## src/rtl/video_st_sink.sv

```systemverilog
`default_nettype none
// ============================================================================
// Module   : video_st_sink
// Purpose  : Avalon-ST video sink; packs 30-bit pixels to 12 bits and writes
//            them to a frame-buffer port, flagging short/long packets.
//            Define VIDEO_ST_SINK_GRAY_EN to write 4-bit luma on all channels.
// Revision : 1.0 - initial release
// ============================================================================
module video_st_sink #(
  parameter int WIDTH  = 320,
  parameter int HEIGHT = 240,
  parameter int ADDR_W = 17
) (
  input  logic              clk,
  input  logic              reset,
  input  logic [29:0]       snk_data,
  input  logic              snk_valid,
  input  logic              snk_startofpacket,
  input  logic              snk_endofpacket,
  output logic              snk_ready,
  input  logic              stall,
  output logic [ADDR_W-1:0] wr_addr,
  output logic [11:0]       wr_data,
  output logic              wr_en,
  output logic              frame_done,
  output logic              err_short,
  output logic              err_long,
  output logic [15:0]       frame_count
);

  localparam int TOTAL = WIDTH * HEIGHT;
  localparam logic [ADDR_W-1:0] c_LAST = ADDR_W'(TOTAL - 1);
  localparam logic [ADDR_W-1:0] c_ONE  = ADDR_W'(1);

  typedef enum logic [1:0] {
    S_IDLE   = 2'd0,
    S_ACTIVE = 2'd1,
    S_DRAIN  = 2'd2
  } state_t;

  state_t            r_state;
  logic [ADDR_W-1:0] r_cnt;
  logic              w_xfer;
  logic [11:0]       w_pix;
  logic              w_unused;

  assign snk_ready = ~stall & ~reset;
  assign w_xfer    = snk_valid & snk_ready;

`ifdef VIDEO_ST_SINK_GRAY_EN
  logic [17:0] w_luma;
  logic [9:0]  w_y;
  assign w_luma = 18'(snk_data[29:20]) * 18'd77
                + 18'(snk_data[19:10]) * 18'd150
                + 18'(snk_data[9:0])   * 18'd29;
  assign w_y      = w_luma[17:8];
  assign w_pix    = {w_y[9:6], w_y[9:6], w_y[9:6]};
  assign w_unused = &{1'b0, w_luma[7:0], w_y[5:0]};
`else
  assign w_pix    = {snk_data[29:26], snk_data[19:16], snk_data[9:6]};
  assign w_unused = &{1'b0, snk_data[25:20], snk_data[15:10], snk_data[5:0]};
`endif

  always_ff @(posedge clk or posedge reset) begin
    if (reset) begin
      r_state     <= S_IDLE;
      r_cnt       <= '0;
      wr_addr     <= '0;
      wr_data     <= '0;
      wr_en       <= 1'b0;
      frame_done  <= 1'b0;
      err_short   <= 1'b0;
      err_long    <= 1'b0;
      frame_count <= '0;
    end else begin
      wr_en      <= 1'b0;
      frame_done <= 1'b0;
      err_short  <= 1'b0;
      err_long   <= 1'b0;
      if (w_xfer) begin
        case (r_state)
          S_IDLE, S_DRAIN: begin
            if (snk_startofpacket) begin
              wr_en    <= 1'b1;
              wr_addr  <= '0;
              wr_data  <= w_pix;
              err_long <= (r_state == S_DRAIN);
              if (TOTAL == 1 && snk_endofpacket) begin
                frame_done  <= 1'b1;
                frame_count <= frame_count + 16'd1;
                r_cnt       <= '0;
                r_state     <= S_IDLE;
              end else begin
                r_cnt   <= c_ONE;
                r_state <= S_ACTIVE;
              end
            end else if (snk_endofpacket && r_state == S_DRAIN) begin
              err_long <= 1'b1;
              r_cnt    <= '0;
              r_state  <= S_IDLE;
            end
          end
          S_ACTIVE: begin
            wr_en   <= 1'b1;
            wr_data <= w_pix;
            if (snk_startofpacket) begin
              // Restart: a concurrent eop closes a one-pixel packet.
              err_short <= 1'b1;
              wr_addr   <= '0;
              if (snk_endofpacket) begin
                if (TOTAL == 1) begin
                  frame_done  <= 1'b1;
                  frame_count <= frame_count + 16'd1;
                end
                r_cnt   <= '0;
                r_state <= S_IDLE;
              end else begin
                r_cnt <= c_ONE;
              end
            end else if (snk_endofpacket) begin
              wr_addr <= r_cnt;
              if (r_cnt == c_LAST) begin
                frame_done  <= 1'b1;
                frame_count <= frame_count + 16'd1;
              end else begin
                err_short <= 1'b1;
              end
              r_cnt   <= '0;
              r_state <= S_IDLE;
            end else begin
              wr_addr <= r_cnt;
              if (r_cnt == c_LAST) begin
                r_state <= S_DRAIN;
              end else begin
                r_cnt <= r_cnt + c_ONE;
              end
            end
          end
          default: begin
            r_cnt   <= '0;
            r_state <= S_IDLE;
          end
        endcase
      end
    end
  end

endmodule
`default_nettype wire

```

## config.mk

```make
export PLATFORM = sky130hd
export DESIGN_NAME = video_st_sink
export DESIGN_NICKNAME = d
export VERILOG_FILES = /design/src/rtl/video_st_sink.sv
export SDC_FILE = /design/constraint.sdc
export NUM_CORES = 1
export LEC_CHECK = 0
export ABC_CLOCK_PERIOD_IN_PS = 2500
export BUFFER_PORTS_ARGS = -buffer_cell sky130_fd_sc_hd__buf_4
export CAP_MARGIN = 10
export CORE_UTILIZATION = 45
export CTS_CLUSTER_SIZE = 24
export DETAILED_ROUTE_END_ITERATION = 10
export HOLD_SLACK_MARGIN = 0.03
export PLACE_DENSITY = 0.72
export SYNTH_ARGS = -nofsm -noshare
export SYNTH_HDL_FRONTEND = slang
export SYNTH_SLANG_ARGS = --single-unit
export TNS_END_PERCENT = 50
```

## constraint.sdc

```tcl
create_clock -name clk -period 2.5 [get_ports clk]
set_input_delay 0 -clock clk [delete_from_list [all_inputs] [get_ports clk]]
set_output_delay 0 -clock clk [all_outputs]
set_load 0.1 [all_outputs]
```

== Word-level counts from Yosys, hierarchy flattened ==
Index checks and enable logic that the tools add are counted.

* Multiply operators: 0
* Multiplexer cells: 36
* Bitwise operators: 5
* Reductions and logical operators: 8
* Eq/ne operators: 8
* $lt $le $gt $ge: 0
* Div/mod/pow operators: 0
* Add/sub/neg operators: 2
* Shifts and indexed selects: 0

{| class="wikitable"
|+ Operators by type and width
! kind !! number
|-
| $mux 17 || 7
|-
| $pmux 17 s2 || 2
|-
| $pmux 12 s2 || 1
|-
| $add 17x1->17 const B || 1
|-
| $eq 17x17->1 const B || 1
|-
| $mux 1 || 17
|-
| $add 16x1->16 const B || 1
|-
| $mux 12 || 1
|-
| $mux 2 || 6
|-
| $ne 3x3->1 const B || 3
|-
| $reduce_and 3->1 || 2
|-
| $reduce_and 5->1 || 1
|-
| $ne 4x4->1 const B || 1
|-
| $pmux 2 s2 || 1
|-
| $reduce_and 4->1 || 1
|-
| $not 1->1 || 3
|-
| $and 1x1->1 || 2
|-
| $eq 2x1->1 const B || 1
|-
| $eq 2x2->1 const B || 1
|-
| $logic_not 2->1 || 1
|-
| $ne 2x2->1 const B || 1
|-
| $pmux 1 s2 || 1
|-
| $reduce_bool 2->1 || 1
|-
| $reduce_or 2->1 || 1
|-
| $logic_and 1x1->1 || 1
|}

* Word-level logic and storage cells: 68
* Memories kept: 0
* Input port bits: 36
* Bits in latches: 0
* Bits in read-only memories: 0
* Output and inout bits: 50
* Bits in writable memories: 0
* Flip-flop bits (word level): 68

== Longest topological paths before layout ==
* Depth in word-level cells: 6
* Mapped depth: 7
* Gate-level depth less buffers: 6

== Worst setup path before layout ==
OpenSTA, ideal clock, no wires.

* Path kind: register to register
* Start point: reg r_cnt[12]
* End point: reg frame_count[11]
* Data arrival time: 1.895 ns
* Clock period less this slack: 2.053 ns
* Buffers on the path: 1
* Slack: 0.447 ns
* Cell stages (with the launch flop): 7
* Cell sequence: dfrtp_1 > buf_6 > nand2b_4 > or4_4 > nor4_4 > nand4_1 > xnor2_1

* Longest elaborated chain between the ends: 2

{| class="wikitable"
|+ RTL lines
! element !! line !! text
|-
| from (decl) || 42 || <nowiki>logic [ADDR_W-1:0] r_cnt;</nowiki>
|-
| from (signal assigned) || 94 || <nowiki>r_cnt <= c_ONE;</nowiki>
|-
| from (signal assigned) || 118 || <nowiki>r_cnt <= c_ONE;</nowiki>
|-
| from (signal assigned) || 135 || <nowiki>r_cnt <= r_cnt + c_ONE;</nowiki>
|-
| $eq 17x17->1 || 122 || <nowiki>if (r_cnt == c_LAST) begin</nowiki>
|-
| $reduce_and 5->1 (no line) || - ||
|-
| to (signal assigned) || 90 || <nowiki>frame_count <= frame_count + 16'd1;</nowiki>
|-
| to (signal assigned) || 113 || <nowiki>frame_count <= frame_count + 16'd1;</nowiki>
|-
| to (signal assigned) || 124 || <nowiki>frame_count <= frame_count + 16'd1;</nowiki>
|-
| to (decl) || 28 || <nowiki>output logic [15:0] frame_count</nowiki>
|}

No other way between the ends.
A chain may end at the register's enable or synchronous reset.

== Worst setup path in the final report ==
* Start point: reg r_cnt[0]
* End point: reg r_cnt[12]

* Longest elaborated chain between the ends: 5
* Elaborated cells on any way between the ends: 8
* Those cells by class: add/sub: 1; eq/ne: 2; mux: 4; reduce/logical: 1

{| class="wikitable"
|+ RTL lines
! element !! line !! text
|-
| $add 17x1->17 || 135 ||
|-
| $mux 17 || 132 || <nowiki>if (r_cnt == c_LAST) begin</nowiki>
|-
| $mux 17 || 120 || <nowiki>end else if (snk_endofpacket) begin</nowiki>
|-
| $mux 17 || 106 || <nowiki>if (snk_startofpacket) begin</nowiki>
|-
| $pmux 17 s2 || 81 || <nowiki>case (r_state)</nowiki>
|}

Parallel ways exist; a longest one is shown, timed or not. The select of a mux whose other input is x is not followed.

==> results_dict.tcl <==
set metrics [dict create \
    postSynthCellCount 327 \
    die_w_um 86.0 \
    ant_nets 0 \
    drt_iter0_drc 146 \
    die_area_mm2 0.00740 \
    final.setup.tns_ns 0 \
    async_flop_share 1.00 \
    p_leak_nw 1.99 \
    critical_path_class "reg2reg" \
    whs_ns 0.0941 \
    rr_startpoint "r_cnt[0]" \
    rsz0062_at_grt "false" \
    viasPerCell 5.23 \
    hold_violations 0 \
    grt_pass1_vias 2508 \
    yosysTopAreaCellShare 0.536 \
    cts_resized 0 \
    holdPathEnd "err_short" \
    hold_class "in2reg" \
    cts_made_buffers 9 \
    grt_max_degree 36 \
    fillers 556 \
    ys_ff_latch 68 \
    netlist_top_cells_area "dfrtp_1, nand2_1, xnor2_1, o21ai_0, nand4_1" \
    grt-ovfl-total 0 \
    required_ns 2.73 \
    syn_area_per_cell_um2 9.71 \
    port_buffers 67 \
    fin_crit_sh 0.906 \
    max_clock_freq_mhz 441 \
    synth_cell_type_count 56 \
    fin_nets 453 \
    slew_headroom 0.503 \
    cts.htree.levels 3 \
    root_buffer "clkbuf_8" \
    diodes 0 \
    crit_fanout 7 \
    power_mw 3.14 \
    syn2layout_area_growth_pct 32.1 \
    setup_ws_ns 0.235 \
    wl_per_cell_um 13.8 \
    status "finished clean" \
    hold_path_depth 5 \
    floorplan.initialDensity 0.468 \
    insertion_delay_ns 0.35 \
    synth_edf_count 0 \
    arrival_ns 2.49 \
    r2r_end "r_cnt[12]" \
    r2r_slack_ns 0.23 \
    grt_first_pass_wirelength_um 11700 \
    multi_input_comb_area_mm2 0.00139 \
    worst_setup_path_start_kind "flop" \
    placed_cell_area_mm2 0.00380 \
    synth_top_area_cell "dfrtp_1" \
    tightestPinTransition_ns 0.745 \
    synthFlopType "dfrtp_1" \
    drt_first_pass_iters 4 \
    die_h_um 86.0 \
    core_mm2 0.00679 \
    min-delay-start "stall" \
    drc 0 \
    fin_skew_ns 0.0106 \
    wl_um 7120 \
    syn_area_mm2 0.00318 \
    io_pins 86 \
    irDropWorstVdd_mv 0.343 \
    fin_crit_ns 2.27 \
    fin_area_mm2 0.00420 \
    endpoint_kind "flop" \
    num_vias 2697 \
    cts_num_sinks 68 \
    drive_gt1_frac 0.243 \
    yosysWarningCount 0 \
    ys_seq_area_frac 0.536 \
    regArea_mm2 0.00170 \
    maxCapViolCount 0 \
    powerDensity_mw_per_mm2 747 \
    antenna_found_initial 0 \
    clk_pin_slew_worst_paths_ns 0.07 \
    worstRegToRegCells 6 \
    dp_hpwl_um 4840 \
    grt_usage 0.203 \
    rows 30 \
    setup_viol 0 \
    clk_path_buf_depth 2 \
    synth_nets 365 \
    place.gp.congestion 0.831 \
    cts_tree "yes" \
    report.final.slew_viol_count 0 \
    pre_cts_slack_ns 0.269 \
]
## report_power, final
group | total, mW | internal [mW] | switching (mW)
Combinational | 0.896 | 0.193 | 0.703
Sequential | 1.25 | 1.18 | 0.0660
Clock | 0.992 | 0.564 | 0.428
Total | 3.14 | 1.94 | 1.20
## worst max path at each step
stage | startpoint | to | depth (start not counted)
floorplan | r_cnt[12] | frame_count[11] | 6
global placement | r_cnt[0] | r_cnt[12] | 6
detailed placement | r_cnt[0] | r_cnt[12] | 6
CTS | r_cnt[0] | r_cnt[12] | 6
global route | r_cnt[0] | r_cnt[12] | 6
finish | r_cnt[0] | r_cnt[12] | 6
## logic make-up (layout without fill, tap and decap cells)
logic type	after synthesis	in the layout	synth area share
mux	1	1	0.00354
xor+xnor	18	18	0.0496
flops	68	68	0.536
simple gates	156	156	0.251
buf+inv	20	113	0.0272
fa+ha+maj	2	2	0.00788
compound gates	62	62	0.125
## layout by cell type, fill, tap and decap left out, types with 2 or more instances in the layout
master,instances
ha_1,2
buf_4,73
bufinv_16,2
dlygate4sd3_1,18
and3_1,6
and4_1,3
dfrtp_1,68
and2_1,2
a31oi_1,2
nor2b_1,4
nor2_1,15
o311ai_0,3
nor4b_1,2
nor3b_1,2
nand4_1,9
inv_1,4
a311oi_1,2
clkinv_2,2
nor4_1,3
xnor2_1,17
clkbuf_8,9
nand2_1,83
a21oi_1,9
a32o_1,2
o41ai_1,3
nand3_1,11
or3_1,2
o21ai_0,25
o21ai_1,3
## state kept, by name, summed over array words and instances, names as in the netlist
register / flops
wr_data: 12
err_long: 1
frame_done: 1
frame_count: 16
err_short: 1
r_state: 2
wr_addr: 17
r_cnt: 17
wr_en: 1
## cell usage after synthesis (2+ instances only)
cell type	count
a21oi_1	9
a311oi_1	2
a31oi_1	2
a32o_1	2
and2_1	2
and3_1	6
and4_1	3
buf_2	3
clkbuf_1	10
dfrtp_1	68
ha_1	2
inv_1	5
nand2_1	83
nand3_1	11
nand4_1	9
nor2_1	15
nor2b_1	4
nor3b_1	2
nor4_1	3
nor4b_1	2
o21ai_0	25
o21ai_1	4
o311ai_0	3
o41ai_1	3
or3_1	2
xnor2_1	17
## through the flow
stage / std cells / util
after floorplan: 327 / -
after global placement: 482 / 0.559
after detailed placement: 482 / 0.559
after CTS: 516 / 0.618
after global routing: 516 / 0.618
final: 516 / 0.618
## layout make-up
| cell class | instances | area share |
|---|---|---|
| multi-input combinational | 239 | 0.332 |
| clock inverter | 6 | 0.0209 |
| inverter | 5 | 0.00447 |
| timing repair buffer | 92 | 0.178 |
| sequential | 68 | 0.405 |
| tap | 96 | 0.0286 |
| clock buffer | 10 | 0.0304 |
## worst max-delay path, cell delays in order, from the launching register on
cell and delay (ns):
dfrtp_1 0.44, ha_1 0.26, and4_1 0.26, nand2b_1 0.22
a311o_1 0.43, o211a_1 0.25, a211o_2 0.30
## layer usage
metal  vias to the layer above  track usage  wire length (um)
met5                         -            0                 0
met4                         0       0.0545                70
met3                         6       0.0577               384
met2                        73        0.326              3400
met1                      1291        0.270              3260
li1                       1327            -                 -
## what timing repair did
action,in CTS,in global routing
endpoints found under the hold margin,50,0
hold buffers,18,0
setup endpoints to repair,0,0
buffers inserted,0,0
Power figures use the tool's default switching activity.
